[src/rtl/arp_tx_pkg.sv]
// ARP constants and helpers shared by the ARP transmitter and receiver.
//   HTYPE/PTYPE/HLEN/PLEN  fixed Ethernet/IPv4 ARP header fields
//   OPER_REQ/OPER_REPLY    opcode values
//   ARP_LEN/FRAME_LEN      ARP payload bytes / padded frame bytes
//   BCAST_MAC              Ethernet broadcast address
//   arp_byte()             byte idx (0-based, MSB first) of an ARP frame
package arp_tx_pkg;

    localparam logic [15:0] HTYPE_ETH  = 16'h0001;
    localparam logic [15:0] PTYPE_IPV4 = 16'h0800;
    localparam logic [7:0]  HLEN_ETH   = 8'd6;
    localparam logic [7:0]  PLEN_IPV4  = 8'd4;
    localparam logic [15:0] OPER_REQ   = 16'd1;
    localparam logic [15:0] OPER_REPLY = 16'd2;
    localparam int          ARP_LEN    = 28;
    localparam int          FRAME_LEN  = 46;
    localparam logic [47:0] BCAST_MAC  = 48'hFFFF_FFFF_FFFF;

    typedef enum logic [1:0] {
        ST_IDLE,
        ST_SEND,
        ST_GAP
    } tx_state_t;

    // Bytes past the ARP payload are padding and read as zero.
    function automatic logic [7:0] arp_byte(
        input logic [5:0]  idx,
        input logic [15:0] oper,
        input logic [47:0] smac,
        input logic [31:0] sip,
        input logic [47:0] tmac,
        input logic [31:0] tip
    );
        logic [223:0] hdr;
        hdr = {HTYPE_ETH, PTYPE_IPV4, HLEN_ETH, PLEN_IPV4, oper, smac, sip, tmac, tip};
        if (idx >= 6'(ARP_LEN)) return 8'h00;
        hdr = hdr << {idx, 3'b000};
        return hdr[223:216];
    endfunction

endpackage

[src/rtl/arp_tx.sv]
// ARP transmitter: builds 46-byte ARP REPLY / REQUEST frames and streams them
// byte-by-byte to the MAC layer, with a fixed idle gap between frames.
//   i_clk, i_rst_n                   clock, synchronous active-low reset
//   i_src_ip, i_src_ip_valid         runtime local-IP override
//   i_trig_reply, i_dst_mac, i_dst_ip   reply job (requester MAC/IP)
//   i_active_req, i_active_ip        request job (IP to resolve)
//   o_mac_data/o_mac_valid/o_mac_last   byte stream, no backpressure
//   o_eth_dst_mac                    Ethernet destination of current frame
//   o_busy                           high from first byte through end of gap
module arp_tx
    import arp_tx_pkg::*;
#(
    parameter logic [31:0] P_SRC_IP  = 32'hC0A8_0A01,
    parameter logic [47:0] P_SRC_MAC = 48'h0000_0000_0000,
    parameter int unsigned P_GAP     = 12
) (
    input  logic        i_clk,
    input  logic        i_rst_n,
    input  logic [31:0] i_src_ip,
    input  logic        i_src_ip_valid,
    input  logic        i_trig_reply,
    input  logic [47:0] i_dst_mac,
    input  logic [31:0] i_dst_ip,
    input  logic        i_active_req,
    input  logic [31:0] i_active_ip,
    output logic [7:0]  o_mac_data,
    output logic        o_mac_valid,
    output logic        o_mac_last,
    output logic [47:0] o_eth_dst_mac,
    output logic        o_busy
);

    localparam logic [7:0] GAP_LAST = 8'(P_GAP - 1);
    localparam logic [5:0] LAST_IDX = 6'(FRAME_LEN - 1);

    tx_state_t   state;
    logic [5:0]  cnt;
    logic [7:0]  gap_cnt;
    logic        pend_reply, pend_req;
    logic [47:0] reply_mac;
    logic [31:0] reply_ip, req_ip, local_ip;
    logic [15:0] cur_oper;
    logic [47:0] cur_tmac;
    logic [31:0] cur_sip, cur_tip;

    logic        start, pick_reply;
    logic [15:0] nxt_oper;
    logic [47:0] nxt_tmac;
    logic [31:0] nxt_tip;
    logic [5:0]  cnt_nxt;

    // A pending job starts from IDLE, or straight out of the last gap cycle so
    // back-to-back frames are separated by exactly P_GAP idle cycles.
    assign start      = (pend_reply | pend_req) &
                        ((state == ST_IDLE) || (state == ST_GAP && gap_cnt == GAP_LAST));
    assign pick_reply = pend_reply;
    assign nxt_oper   = pick_reply ? OPER_REPLY : OPER_REQ;
    assign nxt_tmac   = pick_reply ? reply_mac : 48'h0;
    assign nxt_tip    = pick_reply ? reply_ip : req_ip;
    assign cnt_nxt    = cnt + 6'd1;

    always_ff @(posedge i_clk) begin
        if (!i_rst_n) begin
            state         <= ST_IDLE;
            cnt           <= '0;
            gap_cnt       <= '0;
            pend_reply    <= 1'b0;
            pend_req      <= 1'b0;
            reply_mac     <= '0;
            reply_ip      <= '0;
            req_ip        <= '0;
            local_ip      <= P_SRC_IP;
            cur_oper      <= '0;
            cur_tmac      <= '0;
            cur_sip       <= '0;
            cur_tip       <= '0;
            o_mac_data    <= '0;
            o_mac_valid   <= 1'b0;
            o_mac_last    <= 1'b0;
            o_eth_dst_mac <= '0;
            o_busy        <= 1'b0;
        end else begin
            if (i_src_ip_valid) local_ip <= i_src_ip;
            if (i_trig_reply) begin
                reply_mac <= i_dst_mac;
                reply_ip  <= i_dst_ip;
            end
            if (i_active_req) req_ip <= i_active_ip;

            // A trigger on the same edge its job is consumed re-arms the flag
            // with the fresh fields.
            pend_reply <= i_trig_reply | (pend_reply & ~(start & pick_reply));
            pend_req   <= i_active_req | (pend_req & ~(start & ~pick_reply));

            if (start) begin
                state         <= ST_SEND;
                cnt           <= '0;
                cur_oper      <= nxt_oper;
                cur_tmac      <= nxt_tmac;
                cur_tip       <= nxt_tip;
                cur_sip       <= local_ip;
                o_mac_data    <= arp_byte(6'd0, nxt_oper, P_SRC_MAC, local_ip, nxt_tmac, nxt_tip);
                o_mac_valid   <= 1'b1;
                o_mac_last    <= 1'b0;
                o_eth_dst_mac <= pick_reply ? reply_mac : BCAST_MAC;
                o_busy        <= 1'b1;
            end else begin
                case (state)
                    ST_SEND: begin
                        if (cnt == LAST_IDX) begin
                            state       <= ST_GAP;
                            gap_cnt     <= '0;
                            o_mac_data  <= '0;
                            o_mac_valid <= 1'b0;
                            o_mac_last  <= 1'b0;
                        end else begin
                            cnt        <= cnt_nxt;
                            o_mac_data <= arp_byte(cnt_nxt, cur_oper, P_SRC_MAC,
                                                   cur_sip, cur_tmac, cur_tip);
                            o_mac_last <= (cnt_nxt == LAST_IDX);
                        end
                    end
                    ST_GAP: begin
                        if (gap_cnt == GAP_LAST) begin
                            state  <= ST_IDLE;
                            o_busy <= 1'b0;
                        end else begin
                            gap_cnt <= gap_cnt + 8'd1;
                        end
                    end
                    default: ;
                endcase
            end
        end
    end

endmodule

[config.mk]
export PLATFORM = sky130hd
export DESIGN_NAME = arp_tx
export DESIGN_NICKNAME = d
export VERILOG_FILES = /design/src/rtl/arp_tx_pkg.sv /design/src/rtl/arp_tx.sv
export SDC_FILE = /design/constraint.sdc
export NUM_CORES = 1
export LEC_CHECK = 0
export CAP_MARGIN = 20
export CORE_MARGIN = 2
export CORE_UTILIZATION = 45
export DETAILED_ROUTE_END_ITERATION = 16
export PLACE_DENSITY = 0.68
export SETUP_SLACK_MARGIN = 0.02
export SYNTH_ARGS = -nofsm -noshare
export SYNTH_HDL_FRONTEND = slang
export SYNTH_SLANG_ARGS = --single-unit
[constraint.sdc]
create_clock -name i_clk -period 3.8 [get_ports i_clk]
set_clock_uncertainty 0.1 [all_clocks]
set_input_delay 0.76 -clock i_clk [delete_from_list [all_inputs] [get_ports i_clk]]
set_output_delay 0.76 -clock i_clk [all_outputs]
set_load 0.03 [all_outputs]
==> summary.md <==
| Metric | Value |
|---|---|
| Status | `complete, no violations` |
| Maximum buffer depth of the clock tree | `3` |
| Max Cap Viol | `0` |
| Arr. time, crit path | `3500 ps` |
| Comb pwr share | `18.0%` |
| P&R area growth vs syn | `27.1%` |
| Worst Path Buf+Inv | `2` |
| Number of synthesized flops with an enable pin | `0` |
| Critical Path Start | `cnt[0]$_SDFFE_PP0N_` |
| Post-synth ARST share | `0%` |
| GRT Util Overall | `21.9%` |
| Hold Path Cell Cnt | `2` |
| Cts repair resizes | `0` |
| Area of the die | `0.0298 sq mm` |
| Synthesis-stage register bit count | `335` |
| Cell family with most CP delay | `adder cells` |
| Drt wl/cell | `18.0 um` |
| Initial antenna violation count | `1` |
| Initial DRC count | `788` |
| Final Hold Viols | `0` |
| Clock tree sinks | `335` |
| Row count | `61` |
| # DRC | `0` |
| Clock transition at path regs | `60 ps` |
| Most common flop cell mapped by yosys | `dfxtp_1` |
| Synth unique cells | `57` |
| Design Power | `0.00905 W` |
| Critical path class | `reg -> reg` |
| Critical Path Max Stage Delay | `880 ps` |
| Post-synth net total | `1424` |
| H-tree levels | `2` |
| Syn Inst Count | `1268` |
| Sequential share of power | `44.2%` |
| Slowest stage cell, crit path | `ha_1` |
| RSZ-0062 raised after global routing | `no` |
| Max frequency | `311 MHz` |
| Initial Util | `45.9%` |
| Critical R2R Launch | `cnt[0]$_SDFFE_PP0N_` |
| Core area | `0.0279 sq mm` |
| Nets | `1593` |
| TritonCTS buffer count | `36` |
| Period utilization | `84.6%` |
| IO Port Bufs | `207` |
| Post-CTS Hold Fix Bufs | `0` |
| Worst VDD drop | `294 uV` |
| Yosys Warn Count | `0` |
| Power per standard cell area | `557 mW/mm^2` |
| Drt total wl | `33100 um` |
| Router iterations before antenna repair | `5` |
| Hold Path Class | `reg -> reg` |
| Clock power frac | `37.8%` |
| Fillcell total | `2327` |
| Final setup fails | `0` |
| Share of cells above drive strength 1 | `8.35%` |
| NetSw | `0.00250 W` |
| Die W | `173 um` |
| Number of global-route vias before repair | `9682` |
| Crit end category | `flip-flop` |
| Crit path max fanout | `20` |
| Vias post-DR | `9808` |
| P_leak | `6.41 nW` |
| Worst Path Required | `4090 ps` |
| Syn Area/Cell | `10.1 sq um` |
| Crit path launch type | `flip-flop` |
| Rel. slew slack | `29.9%` |
| Actual slew at the worst max-slew pin | `1050 ps` |
| Drt via density | `5.33` |
| HPWL after DPL | `22600 um` |
| CP Depth | `7` |
| Multi-input gate area | `0.00563 sq mm` |
| Slew Limit Fails | `0` |
| Final core occ | `58.3%` |
| Seq/Total Area, Yosys | `52.5%` |
| Switching share of power | `27.6%` |
| Critical-path cell list | `inv_1 -> ha_1 -> buf_4 -> mux4_2 -> mux2i_1 -> o21ai_0 -> a32o_1` |
| Clk_lat worst skew | `510 ps` |
| CTS Root Cell | `clkbuf_16` |
| GRT overflow | `0` |
| Setup TNS | `0 ps` |
| Worst reg2reg path depth | `7` |
| CTS tree | `built` |
| Ports | `208` |
| First-pass GRT wire length | `52800 um` |
| Largest net degree at the start of global routing | `151` |
| Setup Buffers After CTS | `0` |
| Die height | `173 um` |
| Synth Cell Area | `0.0128 sq mm` |
| Startpoint of the worst hold path | `reply_ip[9]$_SDFFE_PN0P_` |
| FF/Latch Area | `0.00671 sq mm` |
| Final ANT Viol Nets | `0` |
| Tmin final | `3220 ps` |
| GPL Wtd Cong | `0.802` |
| Cell-internal power | `0.00656 W` |
-- flip-flops by register name, summed over array words and instances (netlist names), 2 cells and up --
name / cells
local_ip: 32
cur_sip: 32
req_ip: 32
cur_tip: 32
state: 2
cur_tmac: 48
reply_ip: 32
o_eth_dst_mac: 48
cnt: 6
o_mac_data: 8
reply_mac: 48
gap_cnt: 8
cur_oper: 2
-- synthesized netlist by cell type, types with 5 or more instances --
library cell | number | area (sq um)
a21oi_1 | 51 | 255
a22o_1 | 49 | 429
a22oi_1 | 32 | 240
a31oi_1 | 7 | 43.8
a32o_1 | 7 | 70.1
buf_1 | 12 | 45.0
buf_2 | 19 | 95.1
buf_4 | 13 | 97.6
clkbuf_1 | 51 | 191
dfxtp_1 | 335 | 6710
ha_1 | 7 | 87.6
inv_1 | 9 | 33.8
mux2i_1 | 159 | 1590
mux4_2 | 24 | 541
nand2_1 | 141 | 529
nand3_1 | 7 | 35.0
nor2_1 | 203 | 762
o21ai_0 | 17 | 85.1
o21ai_1 | 16 | 80.1
o22ai_1 | 49 | 307
or4_1 | 5 | 37.5
-- final cells by class --
type                    count  share of cell area (%)
diodes                      1                  0.0154
clock buffers              49                    6.16
clock inverters            13                   0.939
inverters                   9                   0.239
multi-input cells         828                    34.6
flip-flops and latches    335                    41.3
well taps                 378                    2.91
repair buffers            227                    13.8
-- placed cells by master (no fill, tap or decap), drive strengths merged, types with 5 or more instances in the layout --
master / count
clkinv: 6
a31oi: 7
mux2i: 159
nand3: 7
a32o: 7
clkbuf: 49
o22ai: 49
or4: 5
buf: 23
clkdlybuf4s50: 204
a21oi: 51
mux4: 24
dfxtp: 335
a22o: 49
xor2: 5
a22oi: 32
o21ai: 34
nor2: 206
ha: 7
inv: 11
nand2: 142
-- worst reg2reg max path, stage by stage (launching register included) --
cell     delay [ps]
dfxtp_2         580
inv_1           130
ha_1            880
buf_4           360
mux4_2          350
mux2i_1         210
o21ai_0         180
a32o_1          320
-- power by group through the flow --
stage                     clock [W]  combinational (W)  sequential (W)
after detailed placement          0            0.00163         0.00407
after CTS                   0.00347            0.00164         0.00400
final                       0.00342            0.00163         0.00400
after global routing        0.00362            0.00177         0.00403
after global placement            0            0.00161         0.00407
after floorplan                   0           0.000855         0.00420
-- cells by family (layout without fill, tap and decap cells) --
family	count (synthesis)	in the layout	synth area share, %
AND/OR/NAND/NOR	381	381	12.3
flip-flops	335	335	52.5
adder cells (fa/ha/maj)	7	7	0.685
buffers and inverters	105	298	3.71
AO/OA/AOI/OAI	246	246	13.3
multiplexers	185	185	16.9
other	0	1	0
XOR/XNOR	9	9	0.675
-- path summary, 6_finish.rpt --
kind / slack (ps) / to
max: 580 / o_mac_data[4]$_SDFFE_PP0N_
min: 340 / cur_tip[9]$_SDFFE_PN0P_
max reg2reg: 580 / o_mac_data[4]$_SDFFE_PP0N_
min reg2reg: 340 / cur_tip[9]$_SDFFE_PN0P_
-- layer usage --
layer,part of all wire (%),GRT usage [%],up-vias
li1,-,-,4825
met1,47,30.8,4662
met2,46,35.0,277
met3,5.7,3.45,44
met4,1.9,5.77,0
met5,0,0,-
-- metrics by stage --
stage	instance area [sq um]	hold slack, ps	cells	setup WS [ps]
finish	16300	338	1840	584
global placement	15100	326	1777	678
detailed placement	15100	329	1777	616
floorplan	12800	315	1268	510
global route	16200	360	1839	415
CTS	16200	340	1839	574
(Power assumes the default switching activity.)
==> variant 1, RTL diff (same settings) <==
The 3 states of `tx_state_t` get a one-hot encoding in 3 bits.
--- a/src/rtl/arp_tx_pkg.sv
+++ b/src/rtl/arp_tx_pkg.sv
@@ -18,6 +18,6 @@
 
-    typedef enum logic [1:0] {
-        ST_IDLE,
-        ST_SEND,
-        ST_GAP
+    typedef enum logic [2:0] {
+        ST_IDLE = 3'b001,
+        ST_SEND = 3'b010,
+        ST_GAP  = 3'b100
     } tx_state_t;
Function: no difference found for any inputs over 10 cycles, from zero or initial values and one cycle with i_rst_n low; not proved beyond that.
==> variant 1 against the original RTL <==
First-iteration DRC count decreased by 1.8%. Sequential share of layout area decreased by 0.16 points. Power decreased by 4.8%. Final cell count decreased by 0.11%. Sequential cell count increased by 1. Via count decreased by 0.33%. Core utilization increased by 0.25 points. Area after synthesis increased by 0.41%. Cell area increased by 0.70%. Routed wire length decreased by 1.2%. Sequential power decreased by 2%. Global-route usage decreased by 0.51 points. Setup slack improved by 0.28 ns. Critical path type unchanged. Critical endpoint is now o_mac_data[6]. Largest cell class unchanged. Highest routed layer unchanged.
==> variant 1: results (changes against the original RTL) <==
[global_routing]
antenna_found_initial=1  ; unchanged
grt_use_met1=0.321  ; +0.0135
use_met3=0.0424  ; +0.00792
grt_max_degree=236  ; +56%
grt_pass1_wl_um=51900  ; -1.7%
grt_pass1_vias=9287  ; -4.1%
grt.total_usage=0.213  ; -0.00513
gr-usage-met2=0.315  ; -0.0359

[sta]
relSlewSlack=0.274  ; -0.0245
whs_ns=0.337  ; -0.00125 ns
fmax_mhz=341  ; +9.6%
drv_slew=0  ; unchanged

[cts]
insertion_delay_ns=0.51  ; about the same
clkTransAtPathRegs_ns=0.06  ; about the same
postCtsSetupBuffers=0  ; unchanged
cts_buffer_depth=3  ; unchanged
ctsResizeCount=0  ; unchanged
cts_buffers=36  ; unchanged
h-tree-depth=2  ; unchanged
clockRootBuffer=clkbuf_16

[routing]
met3_wirelength_um=2100  ; +12%
first_iter_violations=774  ; -1.8%
route.met2.wl_um=14300  ; -6.1%
routed_wl_um=32800  ; -1.2%
routed-via-count=9776  ; -0.33%
dr.pass1.iters=5  ; unchanged
wl_met1_um=15900  ; +2.9%
wl_per_cell_um=17.8  ; -1.1%

[placement]
post-dp-hpwl_um=22100  ; -1.9%
place.port_buffers=207  ; unchanged
dp_slack_ns=0.844  ; +0.229 ns
gp_congestion=0.838  ; +4.5%
postPlaceCellArea_mm2=0.0151  ; +0.12%
dp.cells=1771  ; -0.34%

[logic_synthesis]
async_flop_share=0  ; unchanged
yosysTopAreaCellShare=0.524  ; -0.000588
synth_xor_area_frac=0.0122  ; +0.00543
synth_area_leaders=dfxtp_1 (52%), mux2i_1 (12%), nor2_1 (6.0%)
synthDistinctLibCells=59  ; +3.5%
ys.flop_type=dfxtp_1
syn-instance-count=1266  ; -0.16%
synth_adder_area_share=0.00390  ; -0.00295
synthMuxAreaShare=0.168  ; -0.000885
synth_compound_area_frac=0.126  ; -0.00717
synth-seq-area-share=0.524  ; -0.000588
synth_common_cells=dfxtp_1 (336), nor2_1 (206), mux2i_1 (152)
synthesis.nets=1419  ; -0.35%

[worst_setup_path]
crit_slowest_cell=dfxtp_2
crit_fanout=24  ; +20%
rrSetupSlack_ns=0.87  ; +0.28 ns
worstPathArrival_ns=3.23  ; -0.27 ns
cpPeakStageDelay_ns=0.71  ; -0.17 ns
crit_family=flip-flops

[layout]
drive_above_1_share=0.0905  ; +0.00697
fin_nets=1586  ; -0.44%
fillers=2392  ; +2.8%

[power]
ir_drop_v=0.000276  ; -6.3%
power_leakage_nw=6.57  ; +2.5%

[outcome]
outcome=finished clean

variant 1: layout make-up:
type / count / area, um^2 / area share
flip-flops and latches: 336 / 6730 / 0.411
multi-input cells: 828 / 5640 / 0.344
repair buffers: 227 / 2280 / 0.139
clock buffers: 49 / 1040 / 0.0636
well taps: 378 / 473 / 0.0289
clock inverters: 15 / 185 / 0.0113
inverters: 4 / 20.0 / 0.00122
diodes: 1 / 2.50 / 0.000153
variant 1: worst min-delay path: cells and delay by family, from the launching register on:
family	cells	cell delay, ns
AND/OR/NAND/NOR	2	0.09
flip-flops	1	0.31
variant 1: final timing paths:
kind                     from            end  cells past startpoint
setup / recovery       cnt[0]  o_mac_data[6]                      8
hold / removal    cur_tip[31]    cur_tip[31]                      2
setup reg to reg       cnt[0]  o_mac_data[6]                      8
hold reg to reg   cur_tip[31]    cur_tip[31]                      2
variant 1: power by group:
part	internal [mW]	switching [mW]
Clock	2.19	1.39
Sequential	3.75	0.158
Combinational	0.522	0.613
==> variant 2, RTL diff (same settings) <==
Without the edit above. The parameter `P_GAP` goes from 12 to 11.
--- a/src/rtl/arp_tx.sv
+++ b/src/rtl/arp_tx.sv
@@ -14,3 +14,3 @@
     parameter logic [47:0] P_SRC_MAC = 48'h0000_0000_0000,
-    parameter int unsigned P_GAP     = 12
+    parameter int unsigned P_GAP     = 11
 ) (
Formal check against the unedited RTL: same outputs for any inputs over 4 cycles, from zero or initial values and one cycle with i_rst_n low; that may be too few to reach the edited logic, so the function may still have changed.
==> variant 2 against the original RTL <==
Cell area up 1.8%. Area after synthesis up 3.0%. First-iteration DRC count down 13%. Routed wire length up 1.5%. Hold slack better by 0.014 ns. Largest power group unchanged. Synthesized cell count down 6.8%. Sequential cell count unchanged. Setup slack better by 0.19 ns. Power down 3.1%. Die area up 2.9%.
==> variant 2: results (changes against the original RTL) <==
[outcome]
outcome=finished clean

[routing]
routed_wl_um=33600  ; +1.5%
routed-via-count=9457  ; -3.6%
wl_met1_um=15300  ; -0.75%
route.met2.wl_um=15800  ; +3.6%
met3_wirelength_um=1720  ; -8.6%
first_iter_violations=689  ; -13%

[global_routing]
grt_pass1_vias=9120  ; -5.8%
gr-usage-met2=0.347  ; -0.00356
grt_pass1_wl_um=52000  ; -1.5%
grt_use_met1=0.298  ; -0.0103
grt.total_usage=0.215  ; -0.00336
antenna_found_initial=0  ; -1
grt_max_degree=157  ; +4.0%

[layout]
diodes=0  ; -1
clk_share=0.0646  ; -0.00641
fin_nets=1502  ; -5.7%
drive_above_1_share=0.114  ; +0.0308
n_all_buffers=224  ; -1.3%
clkbuf_count=50  ; +2.0%
inverters=19  ; +10
final_cells=1749  ; -4.9%
multi_input_gates=729  ; -12%
layout.nonclk_buf_frac=0.134  ; -0.00452

[placement]
postPlaceCellArea_mm2=0.0155  ; +2.5%
dp_slack_ns=0.842  ; +0.227 ns
gp_congestion=0.872  ; +8.8%
post-dp-hpwl_um=23000  ; +2.0%

[cts]
h-tree-depth=2  ; unchanged

[logic_synthesis]
async_flop_share=0  ; unchanged
synth_area_leaders=dfxtp_1 (51%), mux2i_1 (12%), nor2b_1 (6.7%)
synthDistinctLibCells=50  ; -12%
synthesis.nets=1339  ; -6.0%
synth-seq-area-share=0.509  ; -0.0151
syn-instance-count=1182  ; -6.8%
synth_common_cells=dfxtp_1 (335), mux2i_1 (158), nor2b_1 (140)

[worst_setup_path]
rrSetupSlack_ns=0.77  ; +0.19 ns
crit_fanout=29  ; +45%
start_kind=flip-flop
reg2regPathDepth=8  ; +1

[die]
coreArea_mm2=0.0288  ; +3.3%

[hold_path]
min_from=cur_oper[1]
hold_end=cur_oper[1]
worstHoldPathCells=1  ; -1

[power]
power_leakage_nw=6.50  ; +1.5%
ir_drop_v=0.000285  ; -3.3%
p_per_area_mw_per_mm2=530  ; -4.9%

[sta]
whs_ns=0.352  ; +0.0141 ns
fmax_mhz=331  ; +6.3%

## variant 2: changes by cell type after synthesis, moves of 35 or more
cell and change:
o221a_2 +48, nand2_1 -54, a21boi_0 +35, nor2b_1 +140, o22ai_1 -47, a22o_1 +41, a21oi_1 -44, nor2_1 -183
## variant 2: kinds of logic (layout without fill, tap and decap cells)
logic type      Yosys count  in the layout  synth area share
compound gates          240            240             0.158
xor+xnor                 15             15           0.00998
fa+ha+maj                 8              8           0.00760
buf+inv                 118            301            0.0364
flops                   335            335             0.509
mux                     184            184             0.163
simple gates            282            282             0.116
## variant 2: power by group
group	total (mW)	internal (mW)	switching [mW]
clock network	3.21	1.86	1.36
registers	4.01	3.80	0.208
logic	1.56	0.726	0.829
## variant 2: critical path, stage by stage (launching register included)
cell and delay, ns:
dfxtp_1 0.34, inv_1 0.07, ha_1 0.27, nand4bb_1 0.19, nor2_4 0.10, o22ai_4 0.64
nand2_1 0.48, nor2_1 0.55, a22o_1 0.22
